--- src/rtl/comptador_modular_if.sv ---
// rtl/comptador_modular_if.sv - control and status bundle for the modulo counter
interface comptador_modular_if #(
    parameter int WIDTH = 8
);
    logic             clear;
    logic             load;
    logic [WIDTH-1:0] load_val;
    logic             en;
    logic             up;
    logic [WIDTH-1:0] count;
    logic             tc;
    logic             ovf;

    modport master (
        output clear, load, load_val, en, up,
        input  count, tc, ovf
    );

    modport slave (
        input  clear, load, load_val, en, up,
        output count, tc, ovf
    );
endinterface

--- src/rtl/comptador_modular.sv ---
// rtl/comptador_modular.sv - parametrised modulo up/down counter with wrap/saturate, tc pulse and sticky ovf
module comptador_modular #(
    parameter int               WIDTH    = 8,
    parameter logic [WIDTH-1:0] MAX_VAL  = {WIDTH{1'b1}},
    parameter bit               SATURATE = 1'b0
) (
    input  logic                clk,
    input  logic                rst,
    comptador_modular_if.slave  bus
);
    localparam logic [WIDTH-1:0] ZERO = '0;
    localparam logic [WIDTH-1:0] ONE  = WIDTH'(1);

    logic [WIDTH-1:0] count_q;
    logic             tc_q;
    logic             ovf_q;

    logic             at_max;
    logic             at_zero;
    logic [WIDTH-1:0] load_clamped;

    // Bounds are full-width compares so MAX_VAL can be any value, not just 2**n-1.
    assign at_max       = (count_q == MAX_VAL);
    assign at_zero      = (count_q == ZERO);
    assign load_clamped = (bus.load_val > MAX_VAL) ? MAX_VAL : bus.load_val;

    always_ff @(posedge clk) begin
        if (rst) begin
            count_q <= ZERO;
            tc_q    <= 1'b0;
            ovf_q   <= 1'b0;
        end else if (bus.clear) begin
            count_q <= ZERO;
            tc_q    <= 1'b0;
            ovf_q   <= 1'b0;
        end else if (bus.load) begin
            count_q <= load_clamped;
            tc_q    <= 1'b0;
        end else if (bus.en) begin
            if (bus.up) begin
                if (!at_max) begin
                    count_q <= count_q + ONE;
                    tc_q    <= 1'b0;
                end else begin
                    count_q <= SATURATE ? MAX_VAL : ZERO;
                    tc_q    <= 1'b1;
                    ovf_q   <= 1'b1;
                end
            end else begin
                if (!at_zero) begin
                    count_q <= count_q - ONE;
                    tc_q    <= 1'b0;
                end else begin
                    count_q <= SATURATE ? ZERO : MAX_VAL;
                    tc_q    <= 1'b1;
                    ovf_q   <= 1'b1;
                end
            end
        end else begin
            tc_q <= 1'b0;
        end
    end

    assign bus.count = count_q;
    assign bus.tc    = tc_q;
    assign bus.ovf   = ovf_q;
endmodule
--- src/flat_wrapper.sv ---
// flat-port wrapper written by rule: the top's interface ports become plain ports
module comptador_modular_flat 
#(
    parameter int               WIDTH    = 8,
    parameter logic [WIDTH-1:0] MAX_VAL  = {WIDTH{1'b1}},
    parameter bit               SATURATE = 1'b0
)
  (clk, rst, bus_clear, bus_load, bus_load_val, bus_en, bus_up, bus_count, bus_tc, bus_ovf);
  comptador_modular_if #(.WIDTH(WIDTH)) bus_i ();
  input  logic clk;
  input  logic rst;
  input wire logic [$bits(bus_i.clear)-1:0] bus_clear;
  input wire logic [$bits(bus_i.load)-1:0] bus_load;
  input wire logic [$bits(bus_i.load_val)-1:0] bus_load_val;
  input wire logic [$bits(bus_i.en)-1:0] bus_en;
  input wire logic [$bits(bus_i.up)-1:0] bus_up;
  output wire logic [$bits(bus_i.count)-1:0] bus_count;
  output wire logic [$bits(bus_i.tc)-1:0] bus_tc;
  output wire logic [$bits(bus_i.ovf)-1:0] bus_ovf;
  assign bus_i.clear = bus_clear;
  assign bus_i.load = bus_load;
  assign bus_i.load_val = bus_load_val;
  assign bus_i.en = bus_en;
  assign bus_i.up = bus_up;
  assign bus_count = bus_i.count;
  assign bus_tc = bus_i.tc;
  assign bus_ovf = bus_i.ovf;
  comptador_modular #(.WIDTH(WIDTH), .MAX_VAL(MAX_VAL), .SATURATE(SATURATE)) u_core (.clk(clk), .rst(rst), .bus(bus_i));
endmodule
--- config.mk ---
export PLATFORM = sky130hd
export DESIGN_NAME = comptador_modular_flat
export DESIGN_NICKNAME = d
export VERILOG_FILES = /design/src/rtl/comptador_modular_if.sv /design/src/rtl/comptador_modular.sv /design/src/flat_wrapper.sv
export SDC_FILE = /design/constraint.sdc
export NUM_CORES = 1
export LEC_CHECK = 0
export ABC_AREA = 1
export BUFFER_PORTS_ARGS = -buffer_cell sky130_fd_sc_hd__buf_2
export CORE_MARGIN = 2
export CORE_UTILIZATION = 45
export CTS_CLUSTER_DIAMETER = 40
export DETAILED_ROUTE_END_ITERATION = 7
export PLACE_DENSITY_LB_ADDON = 0.08
export SLEW_MARGIN = 30
export SYNTH_ARGS = -nofsm -noshare
export SYNTH_HDL_FRONTEND = slang
export SYNTH_SLANG_ARGS = --single-unit
--- constraint.sdc ---
create_clock -name clk -period 4 [get_ports clk]
set_clock_uncertainty 0.05 [all_clocks]
set_input_delay 0 -clock clk [delete_from_list [all_inputs] [get_ports clk]]
set_output_delay 0 -clock clk [all_outputs]
set_load 0.05 [all_outputs]
==> flow_metrics.py <==
metrics = {
    "place": {
        "dp_slack_ns": 2.46,
        "place.detailed.hpwl_mm": 1.73,
        "gp_congestion": 0.886,
        "portBuffers": 23,
    },
    "sta": {
        "tns_ns": 0,
        "rsz0062_at_grt": "false",
        "min_period_ns": 1.56,
        "finalHoldViolCount": 0,
        "setup_viol": 0,
        "slew_headroom": 0.764,
        "worst_pin_slew_ns": 0.353,
        "whs_ns": 0.0174,
        "fmax_mhz": 641,
        "final_max_slew_viol_count": 0,
        "setup_ws_ns": 2.44,
        "period_share": 0.390,
    },
    "power_and_ir_drop": {
        "powerDensity_nw_per_um2": 269,
        "seq_power_share": 0.372,
        "switching_share": 0.355,
        "p_sw_mw": 0.108,
        "ir_drop_mv": 0.169,
        "clkPwrFrac": 0.301,
        "leakagePower_nw": 0.592,
        "pwr-share-comb": 0.326,
        "intPower_mw": 0.196,
    },
    "global_routing": {
        "grt_overflow": 0,
        "grt_util_all_layers": 0.197,
        "grt_pass1_vias": 885,
        "antenna_found_initial": 0,
        "grt_pass1_wl_mm": 3.77,
        "grt_max_degree": 11,
    },
    "yosys": {
        "ys_types": 24,
        "async_flop_share": 0,
        "avgSynthCellArea_um2": 5.97,
        "ys_seq_area_frac": 0.223,
        "netlist_area_um2": 896,
        "synth_edf_count": 0,
        "ys_ff_latch": 10,
        "syn_nets": 167,
        "ys_warn_count": 0,
        "syn_inst": 150,
        "synthFlopType": "dfxtp_1",
    },
    "drt": {
        "wl_per_cell_um": 11.0,
        "final_antenna_net_count": 0,
        "wirelength_mm": 2.28,
        "viasPerCell": 5.03,
        "post-route-drc-count": 0,
        "num_vias": 1042,
        "drtPass1Iterations": 4,
        "drt-initial-drc-count": 28,
    },
    "critical_path": {
        "crit_path_top_delay_cell": "dfxtp_1",
        "crit_buf_inv": 3,
        "start_kind": "flop",
        "crit_top_cell": "inv_1",
        "cp_cell_sequence": "inv_1 > ha_1 > inv_1 > nor2_1 > o21ai_0 > nand4_1 > o211ai_1 > inv_1",
        "critPathTopFamily": "flip-flops",
        "crit_fanout": 6,
        "end_kind": "flop",
        "slowest_delay_ns": 0.44,
        "worst_ep_required_time_ns": 4.11,
        "cp.arrival_ns": 1.67,
        "crit_type": "flop to flop",
    },
    "die": {
        "coreArea_um2": 1920,
        "die_x_um": 48.6,
        "dieArea_um2": 2360,
        "start_util": 0.466,
        "rows": 16,
        "die_y_um": 48.6,
        "io_pins": 24,
    },
    "min_path": {
        "min_path_type": "primary input to flop",
    },
    "clocking": {
        "cts-root-buf": "clkbuf_4",
        "cts_tree": "done",
        "htreeDepth": 1,
        "clockBufferDepth": 2,
        "path_clk_slew_ns": 0.07,
        "cts_resized": 0,
        "clock-sinks": 10,
        "cts_buffers": 3,
        "clk-insertion-delay-late_ns": 0.26,
    },
    "final_layout": {
        "syn_to_final_growth_pct": 26.1,
        "diodes": 0,
        "drive_gt1_frac": 0.217,
        "nets": 198,
        "final_cell_mix": "nand2_1, buf_2, inv_1, nand3_1, nor2_1",
        "final_common_cell": "nand2_1",
        "multiInputGateArea_um2": 579,
        "n_fill_cell": 209,
        "seqCellArea_um2": 200,
    },
    "job": {
        "drv_cap": 0,
    },
    "status": {
        "status": "finished clean",
    },
}
## tightest hold or removal path: stages
cell     delay, ns
buf_2         0.08
a22oi_1       0.07
a21oi_1       0.14
## per-stage QoR
stage / utilization / cells / power [mW] / cell area (um2)
after CTS: 0.588 / 207 / 0.306 / 1130
after global placement: 0.522 / 194 / 0.207 / 1000
after detailed placement: 0.522 / 194 / 0.207 / 1000
final: 0.588 / 207 / 0.304 / 1130
after floorplan: - / 150 / 0.186 / 896
after global routing: 0.588 / 207 / 0.326 / 1130
## synth_stat cells (2+ instances only)
| cell type | number | share of area |
|---|---|---|
| nand2_1 | 49 | 0.21 |
| a22oi_1 | 4 | 0.034 |
| nand2_2 | 2 | 0.014 |
| o21ai_0 | 8 | 0.045 |
| buf_2 | 3 | 0.017 |
| nor2_4 | 2 | 0.025 |
| inv_1 | 19 | 0.080 |
| nor2_2 | 5 | 0.035 |
| nand3_1 | 13 | 0.073 |
| nor2_1 | 12 | 0.050 |
| nand4_1 | 3 | 0.021 |
| ha_1 | 3 | 0.042 |
| buf_4 | 2 | 0.017 |
| dfxtp_1 | 10 | 0.22 |
| a21oi_1 | 4 | 0.022 |
| xor2_1 | 3 | 0.029 |
## per-layer routing
layer  GRT usage  routed length [um]  vias to the layer above
li1            -                   -                      536
met5           0                   0                        -
met3     0.00926                 131                        2
met4      0.0714                  13                        0
met2       0.320                1060                       31
met1       0.277                1080                      473
## flip-flops by register name, summed over array words and instances (netlist names)
name / flops
u_core.bus.tc: 1
u_core.bus.count: 8
u_core.bus.ovf: 1
## cells by family after synthesis
group,synth area share
compound gates,0.131
xor+xnor,0.0391
fa+ha+maj,0.0419
buf+inv,0.130
flops,0.223
simple gates,0.434
## power by group through the flow
stage | combinational (mW) | clock (mW) | sequential [mW]
after floorplan | 0.0611 | 0 | 0.125
after global placement | 0.0921 | 0 | 0.115
after detailed placement | 0.0915 | 0 | 0.115
after CTS | 0.0985 | 0.0946 | 0.113
after global routing | 0.110 | 0.102 | 0.114
final | 0.0991 | 0.0915 | 0.113
## what timing repair did
action                    CTS  global route
hold endpoints to repair    8             0
buffers inserted            0             0
hold buffers                9             0
## area by class of cell
class,instances,share of cell area
Clock buffer,4,0.0321
Inverter,20,0.0664
Multi-Input combinational cell,114,0.513
Sequential cell,10,0.177
Tap cell,27,0.0299
Timing Repair Buffer,32,0.182
## path summary, 6_finish.rpt
kind / startpoint / end / cells past startpoint / slack, ns
setup / recovery: u_core.bus.count[0] / u_core.bus.count[2] / 8 / 2.44
hold reg to reg: u_core.bus.ovf / u_core.bus.ovf / 2 / 0.40
hold / removal: bus_load_val[6] / u_core.bus.count[6] / 3 / 0.02
setup reg to reg: u_core.bus.count[0] / u_core.bus.count[2] / 8 / 2.44
No activity file was read; power rests on OpenSTA's default activity.
